<file path="src/rtl/nes_video_pkg.sv">
// nes_video_pkg: NES 2C02 palette ROM and VGA timing helpers shared by the scanout path.
package nes_video_pkg;
  typedef struct packed {
    logic [5:0] r;
    logic [5:0] g;
    logic [5:0] b;
  } rgb_t;
  function automatic int tot(input int act, input int fp, input int syn, input int bp);
    return act + fp + syn + bp;
  endfunction
  function automatic int centre(input int act, input int src, input int scale);
    return (act - src * scale) / 2;
  endfunction
  function automatic rgb_t rgb666(input logic [23:0] c);
    return {c[23:18], c[15:10], c[7:2]};
  endfunction
  localparam rgb_t PALETTE [64] = '{
    rgb666(24'h7C7C7C), rgb666(24'h0000FC), rgb666(24'h0000BC), rgb666(24'h4428BC),
    rgb666(24'h940084), rgb666(24'hA80020), rgb666(24'hA81000), rgb666(24'h881400),
    rgb666(24'h503000), rgb666(24'h007800), rgb666(24'h006800), rgb666(24'h005800),
    rgb666(24'h004058), rgb666(24'h000000), rgb666(24'h000000), rgb666(24'h000000),
    rgb666(24'hBCBCBC), rgb666(24'h0078F8), rgb666(24'h0058F8), rgb666(24'h6844FC),
    rgb666(24'hD800CC), rgb666(24'hE40058), rgb666(24'hF83800), rgb666(24'hE45C10),
    rgb666(24'hAC7C00), rgb666(24'h00B800), rgb666(24'h00A800), rgb666(24'h00A844),
    rgb666(24'h008888), rgb666(24'h000000), rgb666(24'h000000), rgb666(24'h000000),
    rgb666(24'hF8F8F8), rgb666(24'h3CBCFC), rgb666(24'h6888FC), rgb666(24'h9878F8),
    rgb666(24'hF878F8), rgb666(24'hF85898), rgb666(24'hF87858), rgb666(24'hFCA044),
    rgb666(24'hF8B800), rgb666(24'hB8F818), rgb666(24'h58D854), rgb666(24'h58F898),
    rgb666(24'h00E8D8), rgb666(24'h787878), rgb666(24'h000000), rgb666(24'h000000),
    rgb666(24'hFCFCFC), rgb666(24'hA4E4FC), rgb666(24'hB8B8F8), rgb666(24'hD8B8F8),
    rgb666(24'hF8B8F8), rgb666(24'hF8A4C0), rgb666(24'hF0D0B0), rgb666(24'hFCE0A8),
    rgb666(24'hF8D878), rgb666(24'hD8F878), rgb666(24'hB8F8B8), rgb666(24'hB8F8D8),
    rgb666(24'h00FCFC), rgb666(24'hF8D8F8), rgb666(24'h000000), rgb666(24'h000000)
  };
endpackage

</file>
<file path="src/rtl/vga_timing.sv">
// vga_timing: raster counters with undelayed active-high sync, active-area and frame markers.
module vga_timing
  import nes_video_pkg::*;
#(
  parameter int H_ACT = 640,
  parameter int H_FP = 16,
  parameter int H_SYN = 96,
  parameter int H_BP = 48,
  parameter int V_ACT = 480,
  parameter int V_FP = 10,
  parameter int V_SYN = 2,
  parameter int V_BP = 33,
  parameter int HW = $clog2(tot(H_ACT, H_FP, H_SYN, H_BP)),
  parameter int VW = $clog2(tot(V_ACT, V_FP, V_SYN, V_BP))
) (
  input  logic          clk,
  input  logic          rst,
  input  logic          ce,
  output logic [HW-1:0] hcnt,
  output logic [VW-1:0] vcnt,
  output logic          hs,
  output logic          vs,
  output logic          de,
  output logic          vblank,
  output logic          frame_start
);
  localparam int H_TOT = tot(H_ACT, H_FP, H_SYN, H_BP);
  localparam int V_TOT = tot(V_ACT, V_FP, V_SYN, V_BP);
  logic h_last, v_last;
  assign h_last = hcnt == HW'(H_TOT - 1);
  assign v_last = vcnt == VW'(V_TOT - 1);
  assign hs = hcnt >= HW'(H_ACT + H_FP) && hcnt < HW'(H_ACT + H_FP + H_SYN);
  assign vs = vcnt >= VW'(V_ACT + V_FP) && vcnt < VW'(V_ACT + V_FP + V_SYN);
  assign de = hcnt < HW'(H_ACT) && vcnt < VW'(V_ACT);
  assign vblank = vcnt >= VW'(V_ACT);
  always_ff @(posedge clk)
    if (rst) begin
      hcnt <= '0;
      vcnt <= '0;
      frame_start <= 1'b0;
    end else if (ce) begin
      hcnt <= h_last ? '0 : hcnt + 1'b1;
      if (h_last) vcnt <= v_last ? '0 : vcnt + 1'b1;
      frame_start <= h_last && v_last;
    end
endmodule

</file>
<file path="src/rtl/vga_scanout.sv">
// vga_scanout: integer-scaled, centred NES framebuffer to VGA pins through the 2C02 palette.
// Define VGA_SCANOUT_SCANLINE_EN to halve in-window colour on odd sub-lines.
module vga_scanout
  import nes_video_pkg::*;
#(
  parameter int H_ACT = 640,
  parameter int H_FP = 16,
  parameter int H_SYN = 96,
  parameter int H_BP = 48,
  parameter int V_ACT = 480,
  parameter int V_FP = 10,
  parameter int V_SYN = 2,
  parameter int V_BP = 33,
  parameter int SRC_W = 256,
  parameter int SRC_H = 240,
  parameter int SCALE = 2,
  parameter int ADDR_W = 16,
  parameter int RD_LAT = 1,
  parameter int RGB_W = 4,
  parameter bit SYNC_POL = 1'b0
) (
  input  logic              clk,
  input  logic              rst,
  input  logic              ce,
  input  logic [5:0]        border_idx,
  output logic [ADDR_W-1:0] vram_addr,
  input  logic [5:0]        vram_data,
  output logic [RGB_W-1:0]  vga_r,
  output logic [RGB_W-1:0]  vga_g,
  output logic [RGB_W-1:0]  vga_b,
  output logic              vga_hs,
  output logic              vga_vs,
  output logic              vblank,
  output logic              frame_start
);
  localparam int V_TOT = tot(V_ACT, V_FP, V_SYN, V_BP);
  localparam int HW = $clog2(tot(H_ACT, H_FP, H_SYN, H_BP));
  localparam int VW = $clog2(V_TOT);
  localparam int H_OFS = centre(H_ACT, SRC_W, SCALE);
  localparam int V_OFS = centre(V_ACT, SRC_H, SCALE);
  localparam logic [1:0] SC_M1 = 2'(SCALE - 1);
  logic [HW-1:0] hcnt, hrel;
  logic [VW-1:0] vcnt, vrel;
  logic hs, vs, de, in_win, last_col, dim;
  logic [ADDR_W-1:0] row_base, src_x;
  logic [1:0] sub_x, sub_y;
  logic [RD_LAT:0] hs_d, vs_d, de_d, win_d;
  rgb_t pal;
  vga_timing #(
    .H_ACT(H_ACT), .H_FP(H_FP), .H_SYN(H_SYN), .H_BP(H_BP),
    .V_ACT(V_ACT), .V_FP(V_FP), .V_SYN(V_SYN), .V_BP(V_BP),
    .HW(HW), .VW(VW)
  ) u_timing (
    .clk(clk), .rst(rst), .ce(ce), .hcnt(hcnt), .vcnt(vcnt), .hs(hs), .vs(vs),
    .de(de), .vblank(vblank), .frame_start(frame_start)
  );
  // Offsets wrap to large values left/above the window, so one compare per axis suffices.
  assign hrel = hcnt - HW'(H_OFS);
  assign vrel = vcnt - VW'(V_OFS);
  assign in_win = de && hrel < HW'(SRC_W * SCALE) && vrel < VW'(SRC_H * SCALE);
  assign last_col = hrel == HW'(SRC_W * SCALE - 1);
  always_ff @(posedge clk)
    if (rst) begin
      vram_addr <= '0;
      row_base <= '0;
      src_x <= '0;
      sub_x <= '0;
      sub_y <= '0;
    end else if (ce) begin
      if (vcnt == VW'(V_TOT - 1)) begin
        row_base <= '0;
        src_x <= '0;
        sub_x <= '0;
        sub_y <= '0;
      end else if (in_win) begin
        vram_addr <= row_base + src_x;
        sub_x <= (last_col || sub_x == SC_M1) ? '0 : sub_x + 2'd1;
        src_x <= last_col ? '0 : sub_x == SC_M1 ? src_x + 1'b1 : src_x;
        if (last_col) begin
          sub_y <= sub_y == SC_M1 ? '0 : sub_y + 2'd1;
          row_base <= sub_y == SC_M1 ? row_base + ADDR_W'(SRC_W) : row_base;
        end
      end
    end
`ifdef VGA_SCANOUT_SCANLINE_EN
  logic [RD_LAT:0] odd_d;
  always_ff @(posedge clk)
    if (rst) odd_d <= '0;
    else if (ce) odd_d <= {odd_d[RD_LAT-1:0], sub_y[0]};
  assign dim = (SCALE > 1) && win_d[RD_LAT] && odd_d[RD_LAT];
`else
  assign dim = 1'b0;
`endif
  assign pal = PALETTE[win_d[RD_LAT] ? vram_data : border_idx];
  function automatic logic [RGB_W-1:0] chan(input logic [5:0] c, input logic on, input logic half);
    logic [RGB_W-1:0] q;
    q = c[5 -: RGB_W];
    return on ? (half ? q >> 1 : q) : '0;
  endfunction
  always_ff @(posedge clk)
    if (rst) begin
      hs_d <= '0;
      vs_d <= '0;
      de_d <= '0;
      win_d <= '0;
      vga_hs <= ~SYNC_POL;
      vga_vs <= ~SYNC_POL;
      vga_r <= '0;
      vga_g <= '0;
      vga_b <= '0;
    end else if (ce) begin
      hs_d <= {hs_d[RD_LAT-1:0], hs};
      vs_d <= {vs_d[RD_LAT-1:0], vs};
      de_d <= {de_d[RD_LAT-1:0], de};
      win_d <= {win_d[RD_LAT-1:0], in_win};
      vga_hs <= hs_d[RD_LAT] ~^ SYNC_POL;
      vga_vs <= vs_d[RD_LAT] ~^ SYNC_POL;
      vga_r <= chan(pal.r, de_d[RD_LAT], dim);
      vga_g <= chan(pal.g, de_d[RD_LAT], dim);
      vga_b <= chan(pal.b, de_d[RD_LAT], dim);
    end
endmodule

</file>
<file path="config.mk">
export PLATFORM = sky130hd
export DESIGN_NAME = vga_scanout
export DESIGN_NICKNAME = d
export VERILOG_FILES = /design/src/rtl/nes_video_pkg.sv /design/src/rtl/vga_timing.sv /design/src/rtl/vga_scanout.sv
export SDC_FILE = /design/constraint.sdc
export NUM_CORES = 1
export LEC_CHECK = 0
export BUFFER_PORTS_ARGS = -buffer_cell sky130_fd_sc_hd__clkbuf_2
export CORE_AREA = 5 5 140 142
export DETAILED_ROUTE_END_ITERATION = 7
export DIE_AREA = 0 0 145 147
export HOLD_SLACK_MARGIN = 0.05
export PLACE_DENSITY = 0.56
export RECOVER_POWER = 25
export SKIP_CTS_REPAIR_TIMING = 1
export SLEW_MARGIN = 20
export SYNTH_ARGS = -nofsm -noshare
export SYNTH_HDL_FRONTEND = slang
export SYNTH_SLANG_ARGS = --single-unit
</file>
<file path="constraint.sdc">
create_clock -name clk -period 2.35 [get_ports clk]
set_clock_uncertainty 0.15 [all_clocks]
set_input_delay 0.3525 -clock clk [delete_from_list [all_inputs] [get_ports clk]]
set_output_delay 0.3525 -clock clk [all_outputs]
set_load 0.005 [all_outputs]
</file>
Word-level counts from Yosys, hierarchy flattened
Memory sizes are Yosys's and may differ from the RTL's.
Index checks and enable logic that the tools add are counted.
Widths: inputs -> output; s select.
- add/sub/neg operators: 8
- bitwise operators: 4
- reductions and logical operators: 17
- muxes and demuxes: 23
- magnitude comparators: 9
- equal/unequal tests: 5
- operator list (operator ; number):
    $mux 16 ; 8
    $mux 18 ; 2
    $lt 10x10->1 const B ; 3
    $add 10x1->10 const B ; 2
    $eq 10x10->1 const B ; 2
    $ge 10x9->1 const B ; 2
    $lt 10x9->1 const B ; 2
    $mux 10 ; 2
    $add 16x1->16 const B ; 1
    $add 16x16->16 ; 1
    $add 16x9->16 const B ; 1
    $mux 2 ; 7
    $mux 4 ; 3
    $eq 10x9->1 const B ; 1
    $ge 10x10->1 const B ; 1
    $sub 10x7->10 const B ; 1
    $reduce_and 3->1 ; 3
    $ge 7x7->1 const B ; 1
    $not 6->7 ; 1
    $logic_and 1x1->1 ; 6
    $mux 6 ; 1
    $reduce_bool 2->1 ; 3
    $add 2x1->2 const B ; 2
    $eq 2x1->1 const B ; 2
    other kinds (5) ; 8
- memories kept: 1
- input port bits: 15
- output and inout bits: 32
- word-level logic and storage cells: 84
- register bits: 95
- memory bits (read-only): 1152
- memories (memory ; words ; bits a word ; read ports ; clocked after Yosys merged registers in ; write ports ; RTL line ; text):
    (name not given) ; 64 ; 18 ; 1 ; 0 ; 0 ; vga_scanout.sv:94 ; assign pal = PALETTE[win_d[RD_LAT] ? vram_data : border_idx];

Logic depth before layout (Yosys ltp)
Gate-level depths: netlist of run 1.
- depth in word-level cells: 6
- depth in mapped cells: 10
- depth with buffers taken out: 8

Modules after synthesis
A second synthesis of run 1 with hierarchy kept.
- cells, all modules: 658
- area total of the unflattened synthesis: 5366.4 µm²
- modules (own cells, without submodules) (module ; instances ; seq. area each (µm²) ; cells an instance ; area an instance (µm²)):
    vga_scanout ; 1 ; 1321.3 ; 534 ; 4270.3
    vga_timing ; 1 ; 420.4 ; 124 ; 1096.1

Worst setup path before layout of run 1
OpenSTA, ideal clock, no wires.
- path kind: input to register
- start: input vram_data[2]
- end: register vga_g[2]
- library setup time: 0.117 ns
- stages: 10
- buffers on the path: 2
- slack: -0.121 ns
- data arrival time: 2.204 ns
- required time: 2.083 ns
- cells stage by stage: clkbuf_1 mux2i_1 inv_1 clkbuf_1 ha_1 inv_1 o21ai_0 a21oi_1 a211o_1 a32o_1
- cells in the longest elaborated chain, start to end: 6
- RTL lines (what ; RTL line ; text):
    from (decl) ; vga_scanout.sv:27 ; input logic [5:0] vram_data,
    $mux 6 ; vga_scanout.sv:94 ;
    $not 6->7 ; vga_scanout.sv:94 ;
    $mem_v2 64x18 ; -- ;
    $mux 18 (2 in a row) ; vga_scanout.sv:94 ;
    $mux 4 ; vga_scanout.sv:98 ; return on ? (half ? q >> 1 : q) : '0;
    to (signal assigned) ; vga_scanout.sv:119 ; vga_g <= chan(pal.g, de_d[RD_LAT], dim);
    to (decl) ; vga_scanout.sv:29 ; output logic [RGB_W-1:0] vga_g,
Every way passes these cells. The select of a mux whose other input is x is not followed.
A chain may end at the register's enable or synchronous reset.

Worst setup path after layout of run 1
- start: register win_d[1]
- end: register vga_g[2]
- cells in the longest elaborated chain, start to end: 6
- RTL lines (what ; RTL line ; text):
    from (decl) ; vga_scanout.sv:47 ; logic [RD_LAT:0] hs_d, vs_d, de_d, win_d;
    from (signal assigned) ; vga_scanout.sv:115 ; win_d <= {win_d[RD_LAT-1:0], in_win};
    $mux 6 ; vga_scanout.sv:94 ;
    $not 6->7 ; vga_scanout.sv:94 ;
    $mem_v2 64x18 ; -- ;
    $mux 18 (2 in a row) ; vga_scanout.sv:94 ;
    $mux 4 ; vga_scanout.sv:98 ;
Every way passes these cells. The select of a mux whose other input is x is not followed.

==> results.md, run 1 <==
- Post-route ant nets: 0
- Comb pwr share: between 10% and 20%
- CTS max path bufs: 2
- Fin nets: between 700 and 800
- Sw Ratio: between 20% and 30%
- Die Width: around 150 um
- Sequential-to-total area share from yosys stat: 32.7%
- Fin Hold WS: 0.300 ns
- CTS H-tree depth: 3
- Synth area leader: dfxtp_1
- Hold EP: vram_addr[12]
- Fin worst setup slack: roughly 0.11 ns
- Synthesized instance count: about 640
- Fillers: ~2000
- Cell-internal power: about 2400 uW
- Commonest cells after routing, fill and taps aside: dfxtp_1 (86), nand2_1 (81), a21oi_1 (47), nor2_1 (43), buf_4 (42)
- Die area: 0.0213 sq mm
- Kind of critical path: flop to flop
- Antenna cell count: 0
- Commonest non-fill, non-tap cell in the layout: dfxtp_1
- Post-synth top flop: dfxtp_1
- Largest cells by area after synthesis: dfxtp_1 (33%), nand2_1 (5.7%), ha_1 (5.6%)
- Hold Fails Final Rpt: 0
- Area grow syn2layout: 20.3%
- DRC: 0
- Worst hold path type: flop to flop
- Total grt overflow: 0
- Synth warn: 0
- Initial Util: between 20% and 30%
- TritonCTS Sinks: 87
- Global Route Usage Sum: between 10% and 20%
- Clock root cell: clkbuf_16
- GPL Wtd Cong: around 0.94
- Setup crit start: win_d[1]
- Clock transition at the registers of the reported paths: ~0.080 ns
- RSZ-0062 raised after global routing: no
- Placeable Area: 0.0183 sq mm
- VDD IR max: 0.000329 V
- Reg2Reg Setup Slack: about 0.11 ns
- CTS tree: yes
- Via count: 4892
- Leak: ~0.0025 uW
- Synth top area share: around 33%
- PwrDens: approximately 500 mW/mm^2
- Vias in the first global route: around 4600
- First-pass GRT wire length: roughly 24000 um
- Post-DP HPWL: slightly above 10000 um
- Initial DRC count: approximately 380
- Reg2reg end: vga_g[2]
- Hold path depth: 2
- CP max FO: 7
- Layout cells sized above 1: a little under a fifth
- Dpl ws: between 0.02 and 0.025 ns
- Initial antenna violation count: 0
- Hold path start: vram_addr[12]
- Boundary pin count: 47
- Avg Cell Area, Syn: around 8.3 sq um
- Part of the power in registers: a little under half
- DR pass1 iterations: 7
- FFs w/ async S/R, synth: 0%
- Outcome: finished clean
- Startpoint types: flop
- CTS Buf Count: 9
- Buffers on Ports: 46
- Setup violators final: 0
- Count of cell types in the netlist: 70
- Clock latency on the worst-skew pair: 0.35 ns
- Fin. max-slew vios: 0
- Relative slew slack: a little under two fifths
- Die height: 147 um
- Critical R2R Launch: win_d[1]
- Routed Wire Length: ~14000 um
- Highest clock rate: between 0.4 and 0.5 GHz
- Critical Path RT: ~2.5 ns
- Yosys reg bits: slightly below 90
- WL/cell: between 15 and 20 um
- Clk pwr share: between 40% and 50%
- Reg2reg path depth: 6
- Worst Tran Pin Value: 0.925 ns
- Number of enable flip-flop cells after synthesis: 0
- Post-synth net total: a little under 700
- Crit path time final: between 2 and 2.5 ns
- Largest net degree at the start of global routing: 56
- CP endpoint kind: flop
- Synthesized cell area: 0.00533 sq mm
- Switch Pwr: between 800 and 900 uW
- Crit share post-route: 95.3%
- Vias per cell: just over 5
- CP arrival: approximately 2.3 ns
- # Max-Cap Violations: 0
- Rows: 50
power groups by stage:
stage | Sequential (uW) | Combinational, uW | Clock [uW]
3_5_place_dp | 1520 | 319 | 0
2_1_floorplan | 1520 | 204 | 0
5_1_grt | 1490 | 357 | 1550
4_1_cts | 1490 | 320 | 1470
3_3_place_gp | 1520 | 322 | 0
6_report | 1490 | 325 | 1420
synthesized netlist by cell type (all sizes together), types with 3 or more instances:
master / count
a221oi: 3
mux2: 6
a211o: 5
nand2: 81
o21ai: 24
xnor2: 8
a31o: 3
inv: 18
a22oi: 4
a21o: 8
and4: 5
a311oi: 3
dfxtp: 87
clkbuf: 36
a31oi: 8
or4b: 6
and2: 4
or4: 7
nand4: 10
nand4b: 3
nand3b: 4
nor4b: 3
a211oi: 8
nor4: 11
nor2b: 4
a32o: 4
nor2: 43
a21oi: 48
a221o: 4
and3: 8
ha: 24
buf: 9
nand3: 18
nor3: 18
o211ai: 15
o31ai: 6
xor2: 18
mux2i: 29
nand2b: 16
cell families (layout without fill, tap and decap cells):
family                     Yosys count  in the layout  synth area share, %
and+or+nand+nor                    248            248                 24.7
AOI/OAI and AO/OA                  157            157                 19.8
xor gates and xnor gates            26             26                 4.27
buffers and inverters               63            135                 5.82
muxes                               36             36                 7.13
DFF                                 87             87                 32.7
adders and majority gates           24             24                 5.63
final cells by class:
cell class | count | area (sq um) | share of cell area, %
Clock buffer | 9 | 225 | 3.51
Timing Repair Buffer | 101 | 709 | 11.1
Inverter | 18 | 67.6 | 1.05
Tap cell | 234 | 293 | 4.57
Clock inverter | 7 | 62.6 | 0.976
Sequential cell | 87 | 1740 | 27.2
Multi-Input combinational cell | 491 | 3310 | 51.6
state kept, by name, indices dropped and copies added, names as in the netlist, 4 cells and up:
name           count
src_x             16
vram_addr         16
u_timing.hcnt     10
u_timing.vcnt     10
row_base           8
vga_b              4
vga_g              4
vga_r              4
critical path, cell delays in order, from the launching register on:
cell,delay (ns)
dfxtp_2,0.39
mux2_4,0.33
buf_4,0.17
ha_1,0.24
o221a_2,0.31
a221o_1,0.30
a32o_1,0.25
worst max-delay path by stage:
stage,end,slack (ns),cells after the start
after global routing,vram_addr[15],0.02,6
after global placement,vga_g[0],0.06,8
final,vga_g[2],0.11,6
after detailed placement,src_x[14],0.02,8
after floorplan,vga_g[2],-0.01,10
after CTS,src_x[14],0.02,8
metal layers:
layer / part of all wire, % / GRT usage, %
met2: 45 / 20.9
met3: 4.1 / 2.50
met4: 2.2 / 5.51
met1: 49 / 17.9
met5: 0 / 0
metrics by stage:
step / setup TNS, ns / area [sq um] / util [%] / total power [uW] / instances
5_1_grt: 0 / 6410 / 35.0 / 3400 / 947
2_1_floorplan: -0.0113 / 5340 / - / 1730 / 641
6_report: 0 / 6410 / 35.0 / 3240 / 947
3_5_place_dp: 0 / 6090 / 33.2 / 1840 / 928
4_1_cts: 0 / 6380 / 34.8 / 3280 / 944
3_3_place_gp: 0 / 6090 / 33.2 / 1850 / 928
No activity file was read; power rests on OpenSTA's default activity.
==> inputs of run 2 (changes only) <==
--- a/config.mk
+++ b/config.mk
@@ -16,4 +16,5 @@
 export SLEW_MARGIN = 20
 export SYNTH_ARGS = -nofsm -noshare
 export SYNTH_HDL_FRONTEND = slang
+export SYNTH_HIERARCHICAL = 1
 export SYNTH_SLANG_ARGS = --single-unit
==> run 2 against run 1 <==
Net effect: non-clock buffer count is 23 higher; cell count is 5.1% higher; fmax is 3.9% lower; sequential share of layout area is 1.6 points lower; sequential power hardly changed; worst setup slack worse by 0.092 ns; count of clock-buffer cells in the layout is 1 higher; area after synthesis is 0.66% higher; register-to-register slack worse by 0.09 ns; routed wire length is 4.9% higher; via count is 7.2% higher; largest power group unchanged.
==> results.md, run 2 <==
- Outcome: finished clean (unchanged)
- Worst hold path type: input pin to flop (was flop to flop)
- Hold path start: rst (was vram_addr[12])
- Commonest non-fill, non-tap cell in the layout: dfxtp_1 (unchanged)
- Largest net degree at the start of global routing: 31 (was 56)
- Rows: 50 (unchanged)
- Critical R2R Launch: u_timing/vcnt[0] (was win_d[1])
- Dpl cell area: 0.00644 sq mm (was 0.00609 sq mm)
- Worst Tran Pin Value: 0.711 ns (was 0.925 ns)
- Crit path time final: 2.33 ns (was 2.24 ns)
- Initial antenna violation count: 0 (unchanged)
- Placeable Area: 0.0183 sq mm (unchanged)
- Total power: 3330 uW (was 3240 uW)
- DR pass1 iterations: 6 (was 7)
- DRC: 0 (unchanged)
- Die area: 0.0213 sq mm (unchanged)
- Routed Wire Length: 15000 um (was 14300 um)
- Number of enable flip-flop cells after synthesis: 0 (unchanged)
- Startpoint types: flop (unchanged)
- Post-route ant nets: 0 (unchanged)
- RSZ-0062 raised after global routing: yes (was no)
- CP max FO: 4 (was 7)
- Relative slew slack: 52.6% (was 38.1%)
- CP arrival: 2.47 ns (was 2.34 ns)
- Synth area leader: dfxtp_1 (unchanged)
- Synthesized instance count: 658 (was 641)
- Top Registers: src_x x16, vram_addr x16 (unchanged)
- Largest cells by area after synthesis: dfxtp_1 (32%), ha_1 (6.3%), mux2i_1 (5.2%) (was dfxtp_1 (33%), nand2_1 (5.7%), ha_1 (5.6%))
- Buffers on Ports: 46 (unchanged)
- Avg Cell Area, Syn: 8.16 sq um (was 8.32 sq um)
- Synthesized cell area: 0.00537 sq mm (was 0.00533 sq mm)
- Hold path depth: 3 (was 2)
- CTS tree: yes (unchanged)
- Initial DRC count: 468 (was 375)
- Met3 WL: 798 um (was 590 um)
- Clock latency on the worst-skew pair: 0.35 ns (about the same)
- Crit share post-route: 99.2% (was 95.3%)
- Met2 routed WL: 6660 um (was 6420 um)
- Synth warn: 6 (was 0)
- WL/cell: 15.0 um (was 15.1 um)
- Via count: 5246 (was 4892)
- Total grt overflow: 0 (unchanged)
- Boundary pin count: 47 (unchanged)
- Vias per cell: 5.27 (was 5.17)
- Hold Fails Final Rpt: 0 (unchanged)
- VDD IR max: 0.000346 V (was 0.000329 V)
- Die Width: 145 um (unchanged)
- CTS max path bufs: 2 (unchanged)
- CTS Buf Count: 9 (unchanged)
- Setup_tns: 0 ns (unchanged)
- Die height: 147 um (unchanged)
- # Max-Cap Violations: 0 (unchanged)
- Reg2reg end: row_base[14] (was vga_g[2])
- Synth top area share: 32.5% (was 32.7%)
- Leak: 0.00260 uW (was 0.00245 uW)
- Critical Path RT: 2.49 ns (was 2.45 ns)
- Reg2reg path depth: 6 (unchanged)
- CTS H-tree depth: 3 (unchanged)
- M1 WL: 7220 um (was 6940 um)
- Global Route Usage Sum: 13.8% (was 13.3%)
- Setup violators final: 0 (unchanged)
- Count of cell types in the netlist: 74 (was 70)
- Antenna cell count: 0 (unchanged)
- Highest clock rate: 0.429 GHz (was 0.446 GHz)
- Fin Hold WS: 0.174 ns (was 0.300 ns)
- Post-synth top flop: dfxtp_1 (unchanged)
- CP endpoint kind: flop (unchanged)
- Yosys reg bits: 87 (unchanged)
- GPL Wtd Cong: 0.878 (was 0.936)
- Sequential-to-total area share from yosys stat: 32.5% (was 32.7%)
- Final core occ: 37.3% (was 35.0%)
- Clock transition at the registers of the reported paths: 0.07 ns (was 0.08 ns)
- Hold EP: vga_vs (was vram_addr[12])
- Initial Util: 29.3% (was 29.1%)
- PwrDens: 487 mW/mm^2 (was 505 mW/mm^2)
- Most frequent cell after synthesis: dfxtp_1 (unchanged)
- Post-DP HPWL: 10900 um (was 10100 um)
- Commonest cells after routing, fill and taps aside: dfxtp_1 (81), buf_4 (68), nand2_1 (62), nor2_1 (55), a21oi_1 (46) (was dfxtp_1 (86), nand2_1 (81), a21oi_1 (47), nor2_1 (43), buf_4 (42))
- Fin nets: 798 (was 747)
- Clock root cell: clkbuf_16 (unchanged)
- Kind of critical path: flop to flop (unchanged)
- Post-synth top cells: dfxtp_1 (87), nand2_1 (62), nor2_1 (55) (was dfxtp_1 (87), nand2_1 (81), a21oi_1 (48))
- Fin. max-slew vios: 0 (unchanged)
- FFs w/ async S/R, synth: 0% (unchanged)
- Top routing layer in use: met4 (unchanged)
- Reg2Reg Setup Slack: 0.02 ns (was 0.11 ns)
- Layout cells sized above 1: 22.9% (was 19.1%)
- First-pass GRT wire length: 24700 um (was 23800 um)
- TritonCTS Sinks: 87 (unchanged)
- Area grow syn2layout: 27.3% (was 20.3%)
- Design Area, Final: 0.00683 sq mm (was 0.00641 sq mm)
- Vias in the first global route: 4778 (was 4604)
-- run 2: cell types whose count changed after synthesis, moves of 5 or more --
cell / change
or4_1: +8
or3_1: +14
o21ai_0: +11
nand2_1: -19
nor2_1: +12
nand2b_1: -15
xor2_1: -10
nand3_1: +20
o31ai_1: +12
clkbuf_8: -5
-- run 2: kinds of logic (layout without fill, tap and decap cells) --
group / after synthesis / in the layout / synth area share (%)
adders and majority gates: 27 / 27 / 6.30
and+or+nand+nor: 249 / 249 / 24.6
buffers and inverters: 61 / 163 / 4.50
DFF: 87 / 87 / 32.5
AOI/OAI and AO/OA: 182 / 182 / 22.8
xor gates and xnor gates: 18 / 18 / 2.94
other: 1 / 2 / 0.0699
muxes: 33 / 33 / 6.32
-- run 2: critical path, cell delays in order (launching register included) --
cell and delay [ns]:
dfxtp_2 0.32, or4bb_4 0.58, nor4_4 0.27, buf_4 0.20, o221a_4 0.19, or4b_4 0.45
a21oi_2 0.12
-- run 2: where the power goes --
group | internal, uW | switching [uW]
sequential | 1480 | 7.77
clock | 844 | 647
combinational | 139 | 208
-- run 2: through the flow --
step	setup WS [ns]	cells
after global routing	-0.0838	995
after detailed placement	0.0166	979
after global placement	0.0356	979
after CTS	0.000910	995
after floorplan	0.00455	659
final	0.0177	995
-- run 2: worst max path at each step --
stage / from / to / slack [ns]
global route: u_timing/vcnt[0] / row_base[14] / -0.08
detailed placement: u_timing/vcnt[1] / src_x[15] / 0.02
floorplan: u_timing/vcnt[5] / src_x[6] / 0.005
global placement: u_timing/vcnt[1] / src_x[15] / 0.04
finish: u_timing/vcnt[0] / row_base[14] / 0.02
CTS: u_timing/vcnt[1] / src_x[15] / 0.0009
-- run 2: area by class of cell --
class,instances,area (sq um)
clock buffers,10,229
clock inverters,6,75.1
fillers,1904,11500
inverters,23,86.3
multi-input cells,511,3530
flip-flops and latches,87,1750
well taps,234,293
repair buffers,124,862
-- run 2: routing by layer --
metal,up-vias,track usage (%)
met5,-,0
met4,0,4.19
met3,17,3.55
met2,122,21.3
met1,2438,18.8
li1,2669,-
